**src/rtl/mips_pkg.sv**
```systemverilog
// Shared definitions for the multicycle MIPS control path: opcodes,
// ALU-operation codes, datapath mux encodings and the main FSM state type.
package mips_pkg;

   localparam logic [5:0] OP_RTYPE = 6'b000000;
   localparam logic [5:0] OP_LW    = 6'b100011;
   localparam logic [5:0] OP_SW    = 6'b101011;
   localparam logic [5:0] OP_BEQ   = 6'b000100;
   localparam logic [5:0] OP_BNE   = 6'b000101;
   localparam logic [5:0] OP_ADDI  = 6'b001000;
   localparam logic [5:0] OP_J     = 6'b000010;

   localparam logic [1:0] ALUOP_ADD   = 2'b00;
   localparam logic [1:0] ALUOP_SUB   = 2'b01;
   localparam logic [1:0] ALUOP_FUNCT = 2'b10;

   localparam logic [1:0] SRCB_REG    = 2'b00;
   localparam logic [1:0] SRCB_FOUR   = 2'b01;
   localparam logic [1:0] SRCB_IMM    = 2'b10;
   localparam logic [1:0] SRCB_IMMSH2 = 2'b11;

   localparam logic [1:0] PCSRC_ALURES = 2'b00;
   localparam logic [1:0] PCSRC_ALUOUT = 2'b01;
   localparam logic [1:0] PCSRC_JUMP   = 2'b10;

   typedef enum logic [3:0] {
      S_FETCH   = 4'd0,
      S_DECODE  = 4'd1,
      S_MEMADR  = 4'd2,
      S_MEMRD   = 4'd3,
      S_MEMWB   = 4'd4,
      S_MEMWR   = 4'd5,
      S_EXECUTE = 4'd6,
      S_ALUWB   = 4'd7,
      S_BRANCH  = 4'd8,
      S_ADDIEX  = 4'd9,
      S_ADDIWB  = 4'd10,
      S_JUMP    = 4'd11
   } state_e;

endpackage

```
**src/rtl/mc_main_fsm_next_state.sv**
```systemverilog
// Combinational next-state and opcode decode for the main control FSM.
// Optional macro MC_MAIN_FSM_BNE_EN makes bne a legal branch opcode.
module mc_next_state
   import mips_pkg::*;
(
   input  state_e     state_i,
   input  logic [5:0] op_i,
   input  logic       ready_i,
   output state_e     state_o,
   output logic       illegal_o
);

   // Next-state selection; memory states hold until the access completes.
   always_comb begin
      state_o   = S_FETCH;
      illegal_o = 1'b0;
      case (state_i)
         S_FETCH: begin
            if (ready_i) state_o = S_DECODE;
            else         state_o = S_FETCH;
         end
         S_DECODE: begin
            case (op_i)
               OP_LW, OP_SW: state_o = S_MEMADR;
               OP_RTYPE:     state_o = S_EXECUTE;
               OP_BEQ:       state_o = S_BRANCH;
`ifdef MC_MAIN_FSM_BNE_EN
               OP_BNE:       state_o = S_BRANCH;
`endif
               OP_ADDI:      state_o = S_ADDIEX;
               OP_J:         state_o = S_JUMP;
               default: begin
                  // Unknown opcode: flag it and retire the instruction as a nop.
                  state_o   = S_FETCH;
                  illegal_o = 1'b1;
               end
            endcase
         end
         S_MEMADR: begin
            if (op_i == OP_SW) state_o = S_MEMWR;
            else               state_o = S_MEMRD;
         end
         S_MEMRD: begin
            if (ready_i) state_o = S_MEMWB;
            else         state_o = S_MEMRD;
         end
         S_MEMWR: begin
            if (ready_i) state_o = S_FETCH;
            else         state_o = S_MEMWR;
         end
         S_EXECUTE: state_o = S_ALUWB;
         S_ADDIEX:  state_o = S_ADDIWB;
         S_MEMWB, S_ALUWB, S_BRANCH, S_ADDIWB, S_JUMP: state_o = S_FETCH;
         default:   state_o = S_FETCH;
      endcase
   end

endmodule

```
**src/rtl/mc_main_fsm.sv**
```systemverilog
// Moore main control FSM of the multicycle MIPS core. Outputs decode from
// the state register; only the memory-completion strobes (ir_write, the
// FETCH pc_write) and pc_en additionally look at mem_ready / zero.
// Optional macro MC_MAIN_FSM_BNE_EN adds bne (branch on ~zero).
module mc_main_fsm
   import mips_pkg::*;
#(
   parameter int MEM_HANDSHAKE = 1
) (
   input  logic       clk,
   input  logic       reset,
   input  logic [5:0] op,
   input  logic       zero,
   input  logic       mem_ready,
   output logic       pc_en,
   output logic       mem_req,
   output logic       mem_write,
   output logic       ir_write,
   output logic       reg_write,
   output logic       i_or_d,
   output logic       mem_to_reg,
   output logic       reg_dst,
   output logic       alu_src_a,
   output logic [1:0] alu_src_b,
   output logic [1:0] pc_src,
   output logic [1:0] alu_op,
   output logic       illegal_op
);

   state_e state_q;
   state_e state_d;
   logic   illegal_s;
   logic   ready_s;
   logic   pc_write_s;
   logic   branch_s;
   logic   taken_s;

   // With the handshake disabled every memory access completes in one cycle.
   assign ready_s = (MEM_HANDSHAKE != 0) ? mem_ready : 1'b1;

   mc_next_state u_next_state (
      .state_i   (state_q),
      .op_i      (op),
      .ready_i   (ready_s),
      .state_o   (state_d),
      .illegal_o (illegal_s)
   );

`ifdef MC_MAIN_FSM_BNE_EN
   logic bne_q;

   // State register plus branch-polarity flag captured while decoding.
   always_ff @(posedge clk) begin
      if (reset) begin
         state_q <= S_FETCH;
         bne_q   <= 1'b0;
      end else begin
         state_q <= state_d;
         if (state_q == S_DECODE) bne_q <= (op == OP_BNE);
      end
   end

   assign taken_s = bne_q ? ~zero : zero;
`else
   // State register.
   always_ff @(posedge clk) begin
      if (reset) state_q <= S_FETCH;
      else       state_q <= state_d;
   end

   assign taken_s = zero;
`endif

   // Per-state control decode; reset overrides everything so no write escapes.
   always_comb begin
      mem_req    = 1'b0;
      mem_write  = 1'b0;
      ir_write   = 1'b0;
      reg_write  = 1'b0;
      i_or_d     = 1'b0;
      mem_to_reg = 1'b0;
      reg_dst    = 1'b0;
      alu_src_a  = 1'b0;
      alu_src_b  = SRCB_REG;
      pc_src     = PCSRC_ALURES;
      alu_op     = ALUOP_ADD;
      illegal_op = 1'b0;
      pc_write_s = 1'b0;
      branch_s   = 1'b0;
      case (state_q)
         S_FETCH: begin
            mem_req    = 1'b1;
            alu_src_b  = SRCB_FOUR;
            ir_write   = ready_s;
            pc_write_s = ready_s;
         end
         S_DECODE: begin
            alu_src_b  = SRCB_IMMSH2;
            illegal_op = illegal_s;
         end
         S_MEMADR, S_ADDIEX: begin
            alu_src_a = 1'b1;
            alu_src_b = SRCB_IMM;
         end
         S_MEMRD: begin
            mem_req = 1'b1;
            i_or_d  = 1'b1;
         end
         S_MEMWB: begin
            reg_write  = 1'b1;
            mem_to_reg = 1'b1;
         end
         S_MEMWR: begin
            mem_req   = 1'b1;
            i_or_d    = 1'b1;
            mem_write = 1'b1;
         end
         S_EXECUTE: begin
            alu_src_a = 1'b1;
            alu_op    = ALUOP_FUNCT;
         end
         S_ALUWB: begin
            reg_write = 1'b1;
            reg_dst   = 1'b1;
         end
         S_BRANCH: begin
            alu_src_a = 1'b1;
            alu_op    = ALUOP_SUB;
            pc_src    = PCSRC_ALUOUT;
            branch_s  = 1'b1;
         end
         S_ADDIWB: begin
            reg_write = 1'b1;
         end
         S_JUMP: begin
            pc_src     = PCSRC_JUMP;
            pc_write_s = 1'b1;
         end
         default: begin
            alu_src_b = SRCB_REG;
         end
      endcase
      if (reset) begin
         mem_req    = 1'b0;
         mem_write  = 1'b0;
         ir_write   = 1'b0;
         reg_write  = 1'b0;
         i_or_d     = 1'b0;
         mem_to_reg = 1'b0;
         reg_dst    = 1'b0;
         alu_src_a  = 1'b0;
         alu_src_b  = SRCB_FOUR;
         pc_src     = PCSRC_ALURES;
         alu_op     = ALUOP_ADD;
         illegal_op = 1'b0;
         pc_write_s = 1'b0;
         branch_s   = 1'b0;
      end else begin
         illegal_op = illegal_op;
      end
      pc_en = pc_write_s | (branch_s & taken_s);
   end

endmodule

```
**config.mk**
```make
export PLATFORM = sky130hd
export DESIGN_NAME = mc_main_fsm
export DESIGN_NICKNAME = d
export VERILOG_FILES = /design/src/rtl/mips_pkg.sv /design/src/rtl/mc_main_fsm_next_state.sv /design/src/rtl/mc_main_fsm.sv
export SDC_FILE = /design/constraint.sdc
export NUM_CORES = 1
export LEC_CHECK = 0
export BUFFER_PORTS_ARGS = -buffer_cell sky130_fd_sc_hd__buf_2
export CAP_MARGIN = 5
export CORE_MARGIN = 4
export CORE_UTILIZATION = 44
export CTS_BUF_LIST = sky130_fd_sc_hd__clkbuf_8
export CTS_CLUSTER_SIZE = 25
export DETAILED_ROUTE_END_ITERATION = 10
export GPL_TIMING_DRIVEN = 0
export HOLD_SLACK_MARGIN = 0.12
export MAX_ROUTING_LAYER = met4
export PLACE_DENSITY = 0.83
export SYNTH_ARGS = -nofsm -noshare
export SYNTH_HDL_FRONTEND = slang
export SYNTH_HIERARCHICAL = 1
export SYNTH_SLANG_ARGS = --single-unit
export TNS_END_PERCENT = 20
```
**constraint.sdc**
```tcl
create_clock -name clk -period 1.2 [get_ports clk]
set_input_delay 0 -clock clk [delete_from_list [all_inputs] [get_ports clk]]
set_output_delay 0 -clock clk [all_outputs]
set_load 0.1 [all_outputs]
```
==> metrics.yaml, run 1 <==
outcome: "stopped before the end"
failing_step: "clock tree synthesis (4_1_cts)"
tool.error: "[ERROR DPL-0038] Utilization greater than 100%, impossible to legalize"
synth-compound-area-share: 0.191
post_cts_buffers: 14
place.gp.congestion: 0.805
syn-num-nets: 97
place_inst: 125
yosysWarnings: 6
cts_root_buf: "clkbuf_8"
synth-xor-area-share: 0.0562
synth_mux_area_frac: 0.0161
hpwl_microns: 1280
ios: 26
synth_edf_count: 0
initial_core_util: 0.473
cts_buffers: 3
synth_adder_area_share: 0
yosys.area_share.simple: 0.512
num_rows: 13
cts_sinks: 4
yosysUniqueCellTypes: 36
avgSynthCellArea_sq_um: 7.16
syn-instance-count: 87
die_w_microns: 45.6
synth_flop_cell: "dfxtp_1"
seq_area_frac_synth: 0.129
async_flop_share: 0
die_h_microns: 45.6
htreeDepth: 1
ys_ff_latch: 4
synth_area_leaders: "dfxtp_1 13%, nor2_1 6.0%, nor2b_1 6.0%"
syn_area_sq_um: 623
place_area_sq_um: 913
synth_top_family_by_area: "simple AND/OR/NAND/NOR gates"
cts_max_path_buffers: 2
post_cts_resized: 87
cts-hold-fix-buffers: 0
synth_top_area_frac: 0.129
yosysTopAreaCell: "dfxtp_1"
io_buffers: 23
## through the flow
stage	worst slack, ns	utilization
3_5_place_dp	-0.403	0.693
2_1_floorplan	-0.581	-
3_3_place_gp	-0.376	0.693
## synth_stat cells (2+ instances only)
library cell,number
a211oi_1,2
a21boi_0,2
and3_1,3
and4_1,2
buf_2,3
buf_4,4
dfxtp_1,4
inv_1,2
inv_2,2
nand2_1,4
nand3_1,3
nand4_1,3
nor2_1,10
nor2b_1,6
nor3_1,6
nor3b_1,3
nor4b_2,2
o211ai_1,4
o21ai_0,3
xor2_1,3
## kinds of logic after synthesis
group	after synthesis
AND/OR/NAND/NOR	50
AO/OA/AOI/OAI	17
buffers and inverters	11
XOR/XNOR	4
flip-flops	4
multiplexers	1
==> run 2: changes to the inputs <==
CORE_AREA = 4 4 65 67   (was not set)
CORE_MARGIN = not set   (was 4)
CORE_UTILIZATION = not set   (was 44)
CTS_BUF_LIST = not set   (was sky130_fd_sc_hd__clkbuf_8)
CTS_CLUSTER_SIZE = not set   (was 25)
DIE_AREA = 0 0 69 71   (was not set)
HOLD_SLACK_MARGIN = not set   (was 0.12)
MAX_ROUTING_LAYER = not set   (was met4)
PLACE_DENSITY = not set   (was 0.83)
PLACE_DENSITY_LB_ADDON = 0.15   (was not set)
clock period = 1.55 ns   (was 1.2 ns; I/O delays follow)
==> run 2 against run 1 <==
- the flow now finishes, with violations (negative setup slack)
- synthesized cell count unchanged
- synthesized area unchanged
==> metrics.yaml, run 2 <==
finalSetupViolCount: 1
hold_path_depth: 2
num_rows: 22  # +9
fin_crit_ns: 1.56
synth_edf_count: 0  # unchanged
htreeDepth: 1  # unchanged
cp-end-kind: "output port"
die_h_microns: 71  # +56%
place.gp.congestion: 0.746  # -7.3%
avgSynthCellArea_sq_um: 7.16  # unchanged
reg_top3: "state_q (4)"
async_flop_share: 0  # unchanged
cts_max_path_buffers: 2  # unchanged
tightest_slew_ns: 0.487
reg2regPathDepth: 6
synth_most_common_cell: "nor2_1"
critPathMaxStageDelay_ns: 0.30
path_cells: "buf_6 > nor4b_4 > and3_1 > and4_4 > buf_12"
r2r_end: "state_q[0]"
cp-start-kind: "flop"
fillCellCount: 397
postRouteAntennaNets: 0
stdcell_area_sq_mm: 0.00110
setup_slack_ns: -0.0114
power.switching_uw: 183
critical_path_buf_inv_count: 2
crit_family: "simple AND/OR/NAND/NOR gates"
cts_sinks: 4  # unchanged
cp_max_fo: 4
slew_viol_final: 0
min_to: "state_q[2]"
synthTopCellsByCount: "10 x nor2_1, 6 x nor2b_1, 6 x nor3_1"
yosysTopAreaCell: "dfxtp_1"
p_comb_frac: 0.367
p_total_uw: 521
coreArea_sq_mm: 0.00363
io_buffers: 23  # unchanged
r2r_start: "state_q[2]"
die_w_microns: 69  # +51%
die_area_sq_mm: 0.00490
p_leak_uw: 0.000416
finalClockSkew_ns: 0.00217
drt_iter0_drc: 27
final_cell_mix: "10 x buf_2, 10 x buf_4, 6 x nor2b_1, 5 x nor2_1, 5 x buf_12"
setup.worst_path.class: "flop to output port"
multi_input_area_sq_um: 573
rsz0062_at_grt: "true"
grt_pass1_wl_microns: 3170
cp_slowest_cell: "dfxtp_1"
yosysUniqueCellTypes: 36  # unchanged
place_area_sq_um: 881  # -3.6%
synth_area_leaders: "dfxtp_1 13%, nor2_1 6.0%, nor2b_1 6.0%"
grt-ovfl-total: 0
hp-class: "primary input to flop"
peakVddDrop_v: 0.000161
outcome: "complete, but fails checks"
dr.pass1.iters: 4
drt_wl_total_microns: 1850
ys_ff_latch: 4  # unchanged
yosysWarnings: 6  # unchanged
relSlewSlack: 0.677
power_frac_seq: 0.213
syn-instance-count: 87  # unchanged
synth_flop_cell: "dfxtp_1"
reg2reg_slack_ns: 0.15
cts_buffers: 3  # unchanged
required_ns: 1.55
area_delta_synth_final_pct: 75.9
regMostFlops: "state_q"
hpwl_microns: 1420  # +12%
first_global_vias: 682
avgViaCountPerCell: 4.33
min-delay-start: "reset"
maxCapViolCount: 0
initial_core_util: 0.171  # -0.301
cts_tree: "built"
via_count: 710
wl_per_cell_microns: 11.3
seq_area_sq_um: 91.3
power_density_mw_per_mm2: 475
failed_checks: "negative setup slack"
synth_top_area_frac: 0.129  # unchanged
diodes: 0
largest_reg_flops: 4
clk_latency_ns: 0.22
cts_root_buf: "clkbuf_8"
grt_usage: 0.0783
clkPwrFrac: 0.420
ios: 26  # unchanged
min_period_over_period: 1.01
whs_ns: 0.125
syn_area_sq_um: 623  # unchanged
p_int_uw: 338
nets: 128
clk_pin_slew_worst_paths_ns: 0.03
drive_above_1_share: 0.534
antenna_found_initial: 0
clock.fmax_mhz: 640
drcViolationCount: 0
syn-num-nets: 97  # unchanged
seq_area_frac_synth: 0.129  # unchanged
grt_max_degree: 14
swShare: 0.352
arrival_ns: 1.56
final-hold-violation-count: 0
## run 2: worst max-delay path by stage
stage / from / endpoint / cells after the start
6_report: state_q[2] / illegal_op / 5
5_1_grt: state_q[2] / illegal_op / 5
4_1_cts: state_q[2] / illegal_op / 5
3_5_place_dp: state_q[0] / pc_en / 5
3_3_place_gp: state_q[0] / pc_en / 5
2_1_floorplan: state_q[2] / pc_src[0] / 5
## run 2: per-stage QoR
step | instances | util | setup TNS (ns) | setup slack, ns
finish | 164 | 0.302 | -0.0114 | -0.0114
global route | 164 | 0.302 | -0.109 | -0.0684
CTS | 161 | 0.283 | -0.0409 | -0.0319
detailed placement | 158 | 0.242 | -0.833 | -0.198
global placement | 158 | 0.242 | -0.714 | -0.182
floorplan | 87 | - | -2.23 | -0.304
## run 2: timing repair
item,4_1_cts,5_1_grt
setup endpoints to repair,15,10
setup buffers,0,3
pin swaps,0,4
hold buffers,0,0
hold endpoints to repair,0,0
resized for setup,31,12
## run 2: cell type report
cell class                      instances  share of cell area
Buffer                                  7              0.0685
Clock buffer                            3              0.0377
Inverter                                4              0.0137
Multi-Input combinational cell         72               0.523
Sequential cell                         4              0.0833
Tap cell                               48              0.0548
Timing Repair Buffer                   26               0.219
## run 2: power groups by stage
stage | Combinational (uW) | Clock (uW) | Sequential, uW
after floorplan | 128 | 0 | 112
after global placement | 163 | 0 | 115
after detailed placement | 165 | 0 | 115
after CTS | 180 | 225 | 111
after global routing | 205 | 235 | 112
final | 191 | 219 | 111
## run 2: logic make-up (layout without fill, tap and decap cells)
family | after synthesis | in the layout | synth area share
buf+inv | 11 | 40 | 0.0964
compound gates | 17 | 17 | 0.191
mux | 1 | 1 | 0.0161
xor+xnor | 4 | 4 | 0.0562
simple gates | 50 | 50 | 0.512
flops | 4 | 4 | 0.129
## run 2: metal layers
metal / part of all wire / vias to the layer above / global-route usage
li1: - / 378 / -
met4: 0.014 / 0 / 0.0456
met2: 0.48 / 24 / 0.128
met3: 0.058 / 3 / 0.0170
met5: 0 / - / 0
met1: 0.45 / 305 / 0.0942
(Power assumes the default switching activity.)
==> run 3: changes to the inputs <==
clock period = 2 ns   (was 1.55 ns; I/O delays follow)
==> run 3 against run 2 <==
- the flow now finishes without violations
- via count down 1.5%
- critical path depth is the same
- largest power group unchanged
- clock skew hardly changed
- clock power down 23%
- critical path type unchanged
- sequential share of layout area increased by 1.1 points
- combinational power fell by 37%
==> metrics.yaml, run 3 (same netlist as run 2, synthesis figures left out) <==
postRouteAntennaNets: 0  # unchanged
die_h_microns: 71  # unchanged
power_frac_seq: 0.233  # +0.020
path_cells: "buf_4 > xnor2_1 > mux2i_1 > nor3_2 > buf_2"
critPathMaxStageDelay_ns: 0.57  # +0.27 ns
fillCellCount: 435  # +9.6%
cts_max_path_buffers: 2  # unchanged
drt_wl_total_microns: 1830  # -1.1%
final_common_cell: "buf_2"
cp_slowest_cell: "dfxtp_1"
clk_pin_slew_worst_paths_ns: 0.03  # about the same
grt_max_degree: 14  # unchanged
coreArea_sq_mm: 0.00363  # unchanged
outcome: "finished, final reports clean"
ios: 26  # unchanged
initial_core_util: 0.171  # unchanged
via_count: 699  # -1.5%
rsz0062_at_grt: "false"
finalClockSkew_ns: 0.00185  # -0.000321 ns
htreeDepth: 1  # unchanged
hp-class: "primary input to flop"
clock.fmax_mhz: 539
reg2regPathDepth: 4  # -2
required_ns: 2.00  # +0.45 ns
place.gp.congestion: 0.721  # -3.4%
num_rows: 22  # unchanged
clk_latency_ns: 0.21  # about the same
die_area_sq_mm: 0.00490  # unchanged
cts_sinks: 4  # unchanged
cts-hold-fix-buffers: 0  # unchanged
drive_above_1_share: 0.407  # -0.127
avgViaCountPerCell: 4.34  # +0.29%
p_int_uw: 244  # -28%
regMostFlops: "state_q"
area_delta_synth_final_pct: 38.4
setup.worst_path.class: "flop to output port"
finalSetupViolCount: 0  # -1
grt-ovfl-total: 0  # unchanged
cts_tree: "built"
final-hold-violation-count: 0  # unchanged
nets: 125  # -2.3%
cts_buffers: 3  # unchanged
hpwl_microns: 1420  # -0.28%
arrival_ns: 1.85  # +0.29 ns
diodes: 0  # unchanged
first_global_vias: 655  # -4.0%
cts_root_buf: "clkbuf_8"
place_area_sq_um: 817  # -7.2%
tightest_slew_ns: 0.488  # +0.000660 ns
p_comb_frac: 0.321  # -0.046
reg_top3: "state_q (4)"
die_w_microns: 69  # unchanged
clkPwrFrac: 0.446  # +0.026
cp-start-kind: "flop"
cp-end-kind: "output port"
swShare: 0.351  # -0.00106
cp_max_fo: 13  # +9
power.switching_uw: 132  # -28%
final_cell_mix: "25 x buf_2, 10 x nor2_1, 6 x nor2b_1"
maxCapViolCount: 0  # unchanged
dr.pass1.iters: 2  # -2
grt_usage: 0.0782  # about the same
power_density_mw_per_mm2: 436  # -8.2%
io_buffers: 23  # unchanged
peakVddDrop_v: 0.000156  # -3.1%
antenna_found_initial: 0  # unchanged
largest_reg_flops: 4  # unchanged
p_leak_uw: 0.000364  # -12%
drt_iter0_drc: 17  # -37%
place_inst: 158  # unchanged
instances_no_fill: 161  # -1.8%
drcViolationCount: 0  # unchanged
min_period_over_period: 0.927
hold_path_depth: 2  # unchanged
stdcell_area_sq_um: 862  # -21%
grt_pass1_wl_microns: 3160  # -0.44%
fin_crit_ns: 1.85
wl_per_cell_microns: 11.4  # +0.76%
slew_viol_final: 0  # unchanged
relSlewSlack: 0.677  # about the same
-- run 3: worst paths after layout --
check / startpoint / to / slack, ns
max reg2reg: state_q[1] / state_q[2] / 0.55
min: reset / state_q[1] / 0.1
max: state_q[1] / mem_req / 0.15
min reg2reg: state_q[3] / state_q[0] / 0.72
-- run 3: power by group through the flow --
stage	sequential (uW)	clock, uW	combinational (uW)
floorplan	87.1	0	93.2
finish	87.6	168	121
CTS	87.6	175	122
global route	88.6	181	131
detailed placement	88.7	0	121
global placement	88.8	0	120
-- run 3: worst max-delay path, delay by kind of cell, from the launching register on --
| family | cells | cell delay [ns] |
|---|---|---|
| buffers and inverters | 2 | 0.70 |
| DFF | 1 | 0.57 |
| xor gates and xnor gates | 1 | 0.15 |
| muxes | 1 | 0.11 |
| and+or+nand+nor | 1 | 0.10 |
-- run 3: repair_timing --
action	4_1_cts	5_1_grt
setup buffers	0	0
resized for setup	0	2
endpoints found under the setup margin	0	3
-- run 3: area by class of cell --
type / instances / area [sq um] / share of cell area
Buffer: 7 / 45.0 / 0.0522
Multi-Input combinational cell: 72 / 502 / 0.582
Clock buffer: 3 / 41.3 / 0.0479
Tap cell: 48 / 60.1 / 0.0697
Inverter: 4 / 15.0 / 0.0174
Sequential cell: 4 / 81.3 / 0.0943
Timing Repair Buffer: 23 / 118 / 0.136
-- run 3: through the flow --
step	setup WS, ns	utilization	power, uW	hold WS, ns	setup TNS (ns)
2_1_floorplan	-0.712	-	180	0.257	-1.88
3_3_place_gp	0.285	0.225	209	0.324	0
3_5_place_dp	0.293	0.225	210	0.328	0
4_1_cts	0.0590	0.236	384	0.102	0
5_1_grt	0.000954	0.237	400	0.108	0
6_report	0.146	0.237	376	0.0959	0
-- run 3: metal layers --
metal  global-route usage  up-vias  wire length, microns
li1                     -      371                     -
met1                0.104      303                   930
met2                0.112       25                   737
met3               0.0341        0                   163
met4               0.0260        0                     0
met5                    0        -                     0
==> run 4: changes to the inputs <==
clock period = 1.9 ns   (was 2 ns; I/O delays follow)
==> run 4 against run 3 <==
- wire length fell by 0.66%
- global-route usage fell by 0.35 points
- final cell count did not move
- final area rose by 1.9%
- critical endpoint is now illegal_op
==> metrics.yaml, run 4 (same netlist as run 2, synthesis figures left out) <==
fin_crit_ns: 1.79
relSlewSlack: 0.674  # -0.00235
crit_family: "simple AND/OR/NAND/NOR gates"
first_global_vias: 661  # +0.92%
grt_pass1_wl_microns: 3050  # -3.5%
min_period_over_period: 0.943
die_w_microns: 69  # unchanged
peakVddDrop_v: 0.000206  # +32%
wl_per_cell_microns: 11.3  # -0.66%
setup_slack_ns: 0.109  # -0.0367 ns
swShare: 0.347  # -0.00403
antenna_found_initial: 0  # unchanged
grt_usage: 0.0747  # -0.00353
instances_no_fill: 161  # unchanged
hp-class: "primary input to flop"
final_common_cell: "buf_2"
cp_max_fo: 12  # -1
final_cell_mix: "21 x buf_2, 10 x nor2_1, 6 x nor2b_1, 5 x buf_4"
tightest_slew_ns: 0.492  # +0.00355 ns
critPathMaxStageDelay_ns: 0.52  # -0.05 ns
clk_pin_slew_worst_paths_ns: 0.03  # about the same
outcome: "finished, final reports clean"
required_ns: 1.90  # -0.10 ns
coreArea_sq_mm: 0.00363  # unchanged
cts_buffers: 3  # unchanged
nets: 125  # unchanged
critical_path_buf_inv_count: 1  # -1
final-hold-violation-count: 0  # unchanged
power_frac_seq: 0.233  # about the same
die_h_microns: 71  # unchanged
place_inst: 158  # unchanged
cp_slowest_cell: "dfxtp_1"
ios: 26  # unchanged
p_comb_frac: 0.327  # +0.006
cp-start-kind: "flop"
cts-hold-fix-buffers: 0  # unchanged
diodes: 0  # unchanged
clkPwrFrac: 0.439  # -0.007
p_int_uw: 259  # +6.1%
final_util: 0.242  # +0.00448
drive_above_1_share: 0.425  # +0.0177
dr.pass1.iters: 4  # +2
rsz0062_at_grt: "false"
power_density_mw_per_mm2: 451  # +3.5%
drcViolationCount: 0  # unchanged
drt_iter0_drc: 13  # -4
setup_tns_ns: 0  # unchanged
num_rows: 22  # unchanged
finalSetupViolCount: 0  # unchanged
grt-ovfl-total: 0  # unchanged
slew_viol_final: 0  # unchanged
place_ws_ns: 0.184  # -0.109 ns
power.switching_uw: 137  # +4.2%
clock.fmax_mhz: 558
regMostFlops: "state_q"
cp-end-kind: "output port"
initial_core_util: 0.171  # unchanged
die_area_sq_mm: 0.00490  # unchanged
maxCapViolCount: 0  # unchanged
fillCellCount: 417  # -4.1%
cts_sinks: 4  # unchanged
cts_root_buf: "clkbuf_8"
area_delta_synth_final_pct: 41.0
arrival_ns: 1.79  # -0.06 ns
place_area_sq_um: 822  # +0.61%
postRouteAntennaNets: 0  # unchanged
stdcell_area_sq_um: 878  # +1.9%
via_count: 715  # +2.3%
clk_latency_ns: 0.21  # about the same
post_cts_buffers: 0  # unchanged
p_leak_uw: 0.000369  # +1.2%
cts_tree: "built"
io_buffers: 23  # unchanged
hpwl_microns: 1440  # +1.6%
path_cells: "nor4b_2 > and3_1 > and4_1 > buf_4"
place.gp.congestion: 0.731  # +1.3%
finalClockSkew_ns: 0.00265  # +0.000797 ns
drt_wl_total_microns: 1820  # -0.66%
grt_max_degree: 14  # unchanged
cts_max_path_buffers: 2  # unchanged
setup.worst_path.class: "flop to output port"
avgViaCountPerCell: 4.44  # +2.3%
htreeDepth: 1  # unchanged
reg_top3: "state_q (4)"
largest_reg_flops: 4  # unchanged
-- run 4: cell types whose count changed in the layout (fill, tap and decap cells not counted), sizes merged --
cell | before | now
buf | 29 | 26
clkbuf | 4 | 7
-- run 4: final cells by class --
class	instances	area, sq um	area share
Multi-Input combinational cell	72	507	0.577
Timing Repair Buffer	23	125	0.142
Sequential cell	4	82.6	0.0940
Tap cell	48	60.1	0.0684
Buffer	7	47.5	0.0541
Clock buffer	3	41.3	0.0470
Inverter	4	15.0	0.0171
-- run 4: worst reg2reg max path, stage by stage (launching register included) --
cell      delay [ns]
dfxtp_1         0.52
o21ai_0         0.14
a211oi_1        0.32
a21oi_1         0.10
nor2b_1         0.13
-- run 4: timing repair --
item / in CTS / in global routing
gates resized for setup: 2 / 5
cloned: 0 / 0
hold endpoints to repair: 0 / 0
endpoints found under the setup margin: 2 / 3
-- run 4: path summary, 6_finish.rpt --
path                                 start    endpoint  slack [ns]  cells after the start
worst min register to register  state_q[3]  state_q[0]        0.69                      2
worst max register to register  state_q[0]  state_q[0]        0.57                      4
worst min-delay path                 reset  state_q[3]        0.09                      2
worst max-delay path            state_q[0]  illegal_op        0.11                      4
-- run 4: per-layer routing --
layer  global-route usage  vias up  share of wire
met1               0.0889      313           0.45
met3               0.0284        2          0.080
met5                    0        -              0
met2                0.123       28           0.46
met4               0.0260        0         0.0088
li1                     -      372              -
-- run 4: metrics by stage --
stage	total power [uW]	hold WS, ns
CTS	401	0.104
global placement	220	0.328
finish	397	0.0936
global route	419	0.117
floorplan	190	0.257
detailed placement	222	0.328
-- run 4: power by group through the flow --
stage	Combinational, uW	Sequential, uW	Clock [uW]
6_report	130	92.5	174
5_1_grt	140	93.0	186
4_1_cts	129	92.5	179
3_5_place_dp	129	93.4	0
3_3_place_gp	127	93.5	0
2_1_floorplan	98.4	91.7	0
